[config.mk]
export PLATFORM = sky130hd
export DESIGN_NAME = alu_arbiter
export DESIGN_NICKNAME = d
export VERILOG_FILES = /design/src/rtl/alu_arbiter.sv
export SDC_FILE = /design/constraint.sdc
export NUM_CORES = 1
export LEC_CHECK = 0
export BUFFER_PORTS_ARGS = -buffer_cell sky130_fd_sc_hd__buf_2
export CAP_MARGIN = 20
export CELL_PAD_IN_SITES_DETAIL_PLACEMENT = 0
export CELL_PAD_IN_SITES_GLOBAL_PLACEMENT = 1
export CORE_MARGIN = 3
export CORE_UTILIZATION = 30
export CTS_CLUSTER_SIZE = 30
export DETAILED_ROUTE_END_ITERATION = 10
export MAX_ROUTING_LAYER = met4
export PLACE_DENSITY_LB_ADDON = 0.1
export SETUP_SLACK_MARGIN = 0.05
export SLEW_MARGIN = 20
export SYNTH_ARGS = -nofsm -noshare
export SYNTH_HDL_FRONTEND = slang
export SYNTH_SLANG_ARGS = --single-unit
export TNS_END_PERCENT = 50
[constraint.sdc]
create_clock -name clk -period 1.9 [get_ports clk]
set_input_delay 0 -clock clk [delete_from_list [all_inputs] [get_ports clk]]
set_output_delay 0 -clock clk [all_outputs]
set_load 0.01 [all_outputs]
[src/rtl/alu_arbiter.sv]
// alu_arbiter: shares one combinational ALU between two valid/ready requesters (round-robin).
// Define ALU_ARB_FIXED_PRIO_EN to give requester 0 fixed priority over requester 1.
module alu_arbiter #(
    parameter int unsigned WIDTH = 32,
    parameter int unsigned OPW   = 4
) (
    input  logic             clk,
    input  logic             reset,
    input  logic             req0_valid,
    output logic             req0_ready,
    input  logic [WIDTH-1:0] req0_a,
    input  logic [WIDTH-1:0] req0_b,
    input  logic [OPW-1:0]   req0_op,
    input  logic             req1_valid,
    output logic             req1_ready,
    input  logic [WIDTH-1:0] req1_a,
    input  logic [WIDTH-1:0] req1_b,
    input  logic [OPW-1:0]   req1_op,
    output logic             rsp0_valid,
    input  logic             rsp0_ready,
    output logic             rsp1_valid,
    input  logic             rsp1_ready,
    output logic [WIDTH-1:0] rsp_result,
    output logic             rsp_zero,
    output logic [WIDTH-1:0] alu_a,
    output logic [WIDTH-1:0] alu_b,
    output logic [OPW-1:0]   alu_op,
    input  logic [WIDTH-1:0] alu_result,
    input  logic             alu_zero,
    output logic             busy
);

    typedef enum logic [1:0] {StIdle, StExec, StResp} state_e;

    state_e           state_q, state_d;
    logic [WIDTH-1:0] alu_a_q, alu_a_d;
    logic [WIDTH-1:0] alu_b_q, alu_b_d;
    logic [OPW-1:0]   alu_op_q, alu_op_d;
    logic [WIDTH-1:0] rsp_result_q, rsp_result_d;
    logic             rsp_zero_q, rsp_zero_d;
    logic             rsp0_valid_q, rsp0_valid_d;
    logic             rsp1_valid_q, rsp1_valid_d;
    logic             owner_q, owner_d;
    logic             last_q, last_d;
    logic             grant0, grant1;

    always_comb begin
        grant0 = 1'b0;
        grant1 = 1'b0;
        if (state_q == StIdle) begin
`ifdef ALU_ARB_FIXED_PRIO_EN
            grant0 = req0_valid;
            grant1 = req1_valid && !req0_valid;
`else
            // On a tie the requester that was not served last wins.
            grant0 = req0_valid && (!req1_valid || last_q);
            grant1 = req1_valid && (!req0_valid || !last_q);
`endif
        end
    end

    always_comb begin
        state_d      = state_q;
        alu_a_d      = alu_a_q;
        alu_b_d      = alu_b_q;
        alu_op_d     = alu_op_q;
        rsp_result_d = rsp_result_q;
        rsp_zero_d   = rsp_zero_q;
        rsp0_valid_d = rsp0_valid_q;
        rsp1_valid_d = rsp1_valid_q;
        owner_d      = owner_q;
        last_d       = last_q;
        unique case (state_q)
            StIdle: begin
                if (grant0 || grant1) begin
                    alu_a_d  = grant1 ? req1_a  : req0_a;
                    alu_b_d  = grant1 ? req1_b  : req0_b;
                    alu_op_d = grant1 ? req1_op : req0_op;
                    owner_d  = grant1;
                    state_d  = StExec;
                end
            end
            StExec: begin
                rsp_result_d = alu_result;
                rsp_zero_d   = alu_zero;
                rsp0_valid_d = !owner_q;
                rsp1_valid_d = owner_q;
                state_d      = StResp;
            end
            StResp: begin
                if (owner_q ? rsp1_ready : rsp0_ready) begin
                    rsp0_valid_d = 1'b0;
                    rsp1_valid_d = 1'b0;
                    last_d       = owner_q;
                    state_d      = StIdle;
                end
            end
            default: state_d = StIdle;
        endcase
    end

    always_ff @(posedge clk) begin
        if (reset) begin
            state_q      <= StIdle;
            alu_a_q      <= '0;
            alu_b_q      <= '0;
            alu_op_q     <= '0;
            rsp_result_q <= '0;
            rsp_zero_q   <= 1'b0;
            rsp0_valid_q <= 1'b0;
            rsp1_valid_q <= 1'b0;
            owner_q      <= 1'b0;
            last_q       <= 1'b1;
        end else begin
            state_q      <= state_d;
            alu_a_q      <= alu_a_d;
            alu_b_q      <= alu_b_d;
            alu_op_q     <= alu_op_d;
            rsp_result_q <= rsp_result_d;
            rsp_zero_q   <= rsp_zero_d;
            rsp0_valid_q <= rsp0_valid_d;
            rsp1_valid_q <= rsp1_valid_d;
            owner_q      <= owner_d;
            last_q       <= last_d;
        end
    end

    assign req0_ready = grant0;
    assign req1_ready = grant1;
    assign rsp0_valid = rsp0_valid_q;
    assign rsp1_valid = rsp1_valid_q;
    assign rsp_result = rsp_result_q;
    assign rsp_zero   = rsp_zero_q;
    assign alu_a      = alu_a_q;
    assign alu_b      = alu_b_q;
    assign alu_op     = alu_op_q;
    assign busy       = (state_q != StIdle);

endmodule

==> run_results.csv, run 1 <==
group,metric,value,unit
floorplan,core,15500,µm²
cts,ctsRootBufferMaster,"clkbuf_16",
worst_setup_path,crit_fanout,66,
sta,fmax,590,MHz
worst_setup_path,path_class,"flip-flop to output pin",
placement,dp_hpwl,12100,µm
grt,grt.total_usage,22.9,%
status,status,"finished, final reports clean",
pwr,leakagePower,0.00357,µW
logic_synthesis,yosysUniqueCellTypes,31,
worst_setup_path,worstPathRequired,1.90,ns
logic_synthesis,synth_top_area_cell,"dfxtp_1",
grt,grt_pass1_vias,6450,
sta,period_needed,1.70,ns
cts,cts.sinks,107,
cts,htreeDepth,3,
pwr,internal_power,4250,µW
detailed_routing,vias,6377,
pwr,power_frac_clock,28.3,%
cts,postCtsHoldBufs,170,
detailed_routing,vias_per_cell,5.30,
sta,tns,0,ns
cts,cts_max_path_buffers,2,
sta,tightest_slew,0.791,ns
cells_and_area,layout-drive-gt1-share,32.2,%
floorplan,initial_core_util,31.4,%
grt,grt_max_degree,73,
placement,dp_cells,1018,
sta,report.final.slew_viol_count,0,
pwr,p_sw_share,32.7,%
cts,cts_buffers,9,
cts,cts-resized-gates,0,
logic_synthesis,synth_ff_type,"dfxtp_1",
logic_synthesis,async_flop_share,0,%
floorplan,ios,281,
sta,final_hold_viol_count,0,
placement,io_buffers,280,
job,drv_cap,0,
logic_synthesis,seq_area_frac_synth,44.0,%
logic_synthesis,synth_fp_nets,764,
grt,overflow,0,
logic_synthesis,synth.yosys.warnings,0,
pwr,ir_drop,0.488,mV
sta,relSlewSlack,47.3,%
detailed_routing,first_iter_violations,292,
cells_and_area,area_growth,70.9,%
worst_setup_path,critPathArrivalTime,1.70,ns
detailed_routing,routed_wl,20900,µm
logic_synthesis,synth_top_area_share,44.0,%
floorplan,dieArea,17800,µm²
cts,cts.clk_slew.worst_paths,0.07,ns
grt,grt_pass1_wl,32500,µm
cts,post_cts_buffers,0,
logic_synthesis,syn-mean-instance-area,8.27,µm²
logic_synthesis,syn_inst,589,
worst_setup_path,endpoint_kind,"output pin",
detailed_routing,drt-pass1-iter-count,5,
cells_and_area,regArea,2140,µm²
cells_and_area,multi_input_area,2300,µm²
floorplan,die_w,133,µm
logic_synthesis,synth_edf_count,0,
pwr,share_seq_of_total_power,41.6,%
cts,clk_latency,0.36,ns
logic_synthesis,ys_top_cells_by_count,"a21oi_1 (107), dfxtp_1 (107), nand2_1 (69)",
sta,period_share,89.2,%
detailed_routing,drc,0,
sta,grt_setup_unrepaired,"no",
hold_path,holdCritPathClass,"input port to flip-flop",
cells_and_area,finalNetCount,1163,
pwr,p_switching,2070,µW
grt,antenna_found_initial,0,
cts,cts_tree,"built",
cells_and_area,n_fill_cell,1444,
logic_synthesis,synth_area_leaders,"dfxtp_1 (44%), a311oi_1 (12%), a21oi_1 (11%)",
cells_and_area,final_cells,1203,
floorplan,fp-row-count,45,
placement,routabilityCongestion,0.829,
pwr,power_density,758,nW/µm²
detailed_routing,antenna_left,0,
logic_synthesis,ys_seq_elements,107,
cells_and_area,diodes,0,
sta,setup_viol,0,
worst_setup_path,startpoint_type,"flip-flop",
floorplan,die_h,133,µm
sta,finalClockSkew,0.0113,ns
detailed_routing,avgRoutedWirePerCell,17.4,µm
logic_synthesis,syn-cell-area,4870,µm²
pwr,p_comb_share,30.1,%
## path summary, 6_finish.rpt
path | slack, ns | startpoint | cells after the start | to
worst min-delay path | 0.02 | req1_valid | 3 | owner_q$_SDFFE_PP0P_
worst max-delay path | 0.20 | state_q[1]$_SDFFE_PP0P_ | 5 | req1_ready
worst min register to register | 0.45 | rsp_result[6]$_SDFFE_PP0P_ | 2 | rsp_result[6]$_SDFFE_PP0P_
worst max register to register | 0.37 | state_q[1]$_SDFFE_PP0P_ | 4 | alu_b[3]$_SDFFE_PP0P_
## cell usage in the layout (no fill, tap or decap), drive strengths merged
cell           n
dlygate4sd3  170
clkinv         5
mux2i          1
or2            1
nor2b          1
or2b           2
nand3          1
clkinvlp       1
nand4         68
a211o          1
nand2b         1
and2b          2
nor2           2
dfxtp        107
buf          297
o21ai         69
nand3b         1
o211a          1
nand2         70
a21oi        108
clkbuf         9
inv            4
a311oi        68
o21bai         2
## metrics by stage
stage	power [µW]	area, µm²	worst slack (ns)	hold WS [ns]	utilization [%]
detailed placement	4280	6350	0.406	0.249	40.8
CTS	6350	8320	0.201	0.00718	53.6
global route	6650	8320	0.105	0.0163	53.6
global placement	4250	6350	0.464	0.243	40.8
floorplan	3620	4870	0.590	0.119	-
finish	6310	8320	0.205	0.0165	53.6
## sequential cells by signal, summed over array words and instances, names as in the netlist
register	count
alu_a	32
rsp_result	32
rsp1_valid	1
rsp0_valid	1
last_q	1
alu_op	4
alu_b	32
rsp_zero	1
owner_q	1
state_q	2
## power groups by stage
stage                     Clock [µW]  Sequential (µW)  Combinational (µW)
final                           1790             2620                1900
after global routing            1940             2650                2070
after CTS                       1850             2620                1880
after detailed placement           0             2670                1610
after global placement             0             2660                1590
after floorplan                    0             2780                 843
## cells by family (layout without fill, tap and decap cells)
kind of cell	count (synthesis)	count (layout)	share of synthesized area (%)
multiplexers	1	1	0.205
AND/OR/NAND/NOR	149	149	15.7
flip-flops	107	107	44.0
AO/OA/AOI/OAI	249	249	31.4
buffers and inverters	83	486	8.73
## critical path: stages (launching register included)
cell	delay (ns)
dfxtp_1	0.38
nor2_4	0.21
buf_12	0.28
nand3_1	0.18
inv_1	0.09
buf_2	0.15
## metal layers
metal	part of all wire (%)	track usage, %
met5	0	-
met4	3.7	10.2
met1	40	26.3
met3	6.4	4.53
met2	49	38.9
## layout make-up
class / instances / area share, %
Inverter: 4 / 0.195
Clock buffer: 9 / 2.71
Timing Repair Buffer: 467 / 39.9
Multi-Input combinational cell: 399 / 27.7
Sequential cell: 107 / 25.7
Tap cell: 211 / 3.17
Clock inverter: 6 / 0.616
(Power assumes the default switching activity.)
==> run 2, diff against run 1 <==
CORE_ASPECT_RATIO = 0.75   (was unset)
CORE_UTILIZATION = 25   (was 30)
==> run 2 against run 1 <==
  * Fmax grew 9.1%
  * Critical path depth shrank 1
  * Combinational power is essentially flat
  * Count of clock-buffer cells in the layout grew 1
  * Worst hold slack gained 0.041 ns
  * Via count shrank 0.60%
  * Cell area grew 1.6%
  * Setup slack gained 0.14 ns
  * First-iteration DRC count grew 66%
  * Routed wire length grew 0.90%
  * Largest power group unchanged
==> run_results.csv, run 2 (same netlist as run 1, synthesis figures left out) <==
group,metric,value,unit
sta,period_share,81.8,%
grt,overflow,0,
sta,finalClockSkew,0.0111,ns
cells_and_area,diodes,0,
cts,cts_buffers,9,
detailed_routing,drc,0,
pwr,ir_drop,0.431,mV
floorplan,initial_core_util,25.9,%
cells_and_area,final_common_cell,"buf_2",
sta,grt_setup_unrepaired,"no",
job,drv_cap,0,
cells_and_area,final_cells,1244,
detailed_routing,drt-pass1-iter-count,5,
worst_setup_path,worstPathRequired,2.15,ns
placement,io_buffers,280,
cts,cts.sinks,107,
hold_path,holdCritPathClass,"input port to flip-flop",
detailed_routing,avgRoutedWirePerCell,17.0,µm
cts,clk_latency,0.35,ns
floorplan,core,18800,µm²
cts,post_cts_buffers,0,
cts,ctsRootBufferMaster,"clkbuf_16",
floorplan,die_h,127,µm
grt,grt_max_degree,64,
cts,cts-resized-gates,0,
sta,whs,0.0570,ns
pwr,leakagePower,0.00362,µW
floorplan,ios,281,
cells_and_area,n_fill_cell,1887,
placement,dp_cells,1058,
placement,dp_hpwl,13500,µm
floorplan,die_w,167,µm
sta,tns,0,ns
sta,relSlewSlack,54.6,%
worst_setup_path,crit_fanout,35,
sta,tightest_slew,0.680,ns
grt,grt_pass1_vias,6540,
floorplan,dieArea,21200,µm²
worst_setup_path,startpoint_type,"flip-flop",
sta,report.final.slew_viol_count,0,
cells_and_area,layout-drive-gt1-share,32.5,%
detailed_routing,antenna_left,0,
cells_and_area,final_area,8460,µm²
placement,routabilityCongestion,0.809,
sta,final_hold_viol_count,0,
grt,grt.total_usage,19.7,%
cts,htreeDepth,3,
detailed_routing,vias_per_cell,5.10,
cells_and_area,finalNetCount,1167,
grt,grt_pass1_wl,33400,µm
cts,cts.clk_slew.worst_paths,0.07,ns
cts,cts_max_path_buffers,2,
detailed_routing,routed_wl,21100,µm
pwr,power_density,770,nW/µm²
sta,setup_viol,0,
grt,antenna_found_initial,0,
placement,pre_cts_ws,0.399,ns
sta,fmax,644,MHz
status,status,"finished, final reports clean",
detailed_routing,first_iter_violations,485,
cts,cts_tree,"built",
floorplan,fp-row-count,43,
worst_setup_path,critPathArrivalTime,1.80,ns
sta,setup_ws,0.347,ns
placement,post_dp_cell_area,6450,µm²
cells_and_area,area_growth,73.6,%
sta,period_needed,1.55,ns
cells_and_area,final_cell_mix,"buf_2 (279), dlygate4sd3_1 (170), a21oi_1 (107), dfxtp_1 (107), nand2_1 (69)",
worst_setup_path,path_class,"flip-flop to flip-flop",
detailed_routing,vias,6339,
worst_setup_path,endpoint_kind,"flip-flop",
-- run 2: cell types whose count changed in the layout (fill, tap and decap cells not counted), sizes merged --
cell and change:
buf +4, bufinv +1, clkbuf +1, clkinv -2, clkinvlp -1, inv +2
-- run 2: cell type report --
| type | instances | area, µm² | share of cell area, % |
|---|---|---|---|
| Timing Repair Buffer | 471 | 3380 | 39.9 |
| Inverter | 4 | 16.3 | 0.192 |
| Tap cell | 247 | 309 | 3.65 |
| Clock buffer | 10 | 239 | 2.83 |
| Multi-Input combinational cell | 399 | 2300 | 27.3 |
| Sequential cell | 107 | 2140 | 25.3 |
| Clock inverter | 6 | 70.1 | 0.829 |
-- run 2: final timing paths --
path	startpoint	to	slack (ns)	depth (start not counted)
worst min register to register	rsp_result[29]$_SDFFE_PP0P_	rsp_result[29]$_SDFFE_PP0P_	0.45	2
worst max register to register	state_q[1]$_SDFFE_PP0P_	alu_b[9]$_SDFFE_PP0P_	0.35	4
worst max-delay path	state_q[1]$_SDFFE_PP0P_	alu_b[9]$_SDFFE_PP0P_	0.35	4
worst min-delay path	rsp0_ready	state_q[1]$_SDFFE_PP0P_	0.06	4
-- run 2: stage by stage --
| step | total power [µW] | utilization (%) |
|---|---|---|
| floorplan | 3620 | - |
| global placement | 4310 | 34.3 |
| detailed placement | 4320 | 34.3 |
| CTS | 6590 | 45.0 |
| global route | 6870 | 45.0 |
| finish | 6510 | 45.0 |
-- run 2: what timing repair did --
item / in CTS / in global routing
hold endpoints to repair: 102 / 0
setup endpoints to repair: 0 / 0
hold buffers: 170 / 0
-- run 2: worst max-delay path, stage by stage (launching register included) --
cell and delay, ns:
dfxtp_1 0.38, nor2_4 0.23, buf_4 0.38, nand4_1 0.16, a311oi_1 0.30
-- run 2: report_power, final --
part           internal [µW]  switching (µW)
clock                   1070             894
combinational            878            1040
sequential              2490             138
total                   4440            2070
-- run 2: metal layers --
metal  vias to the layer above  track usage [%]  part of all wire [%]  routed length [µm]
met4                         0             5.92                   1.6                 346
met2                       261             33.5                    49               10400
met5                         -                -                     0                   0
met3                        28             3.83                   5.9                1240
met1                      3011             23.7                    43                9140
li1                       3039                -                     -                   -
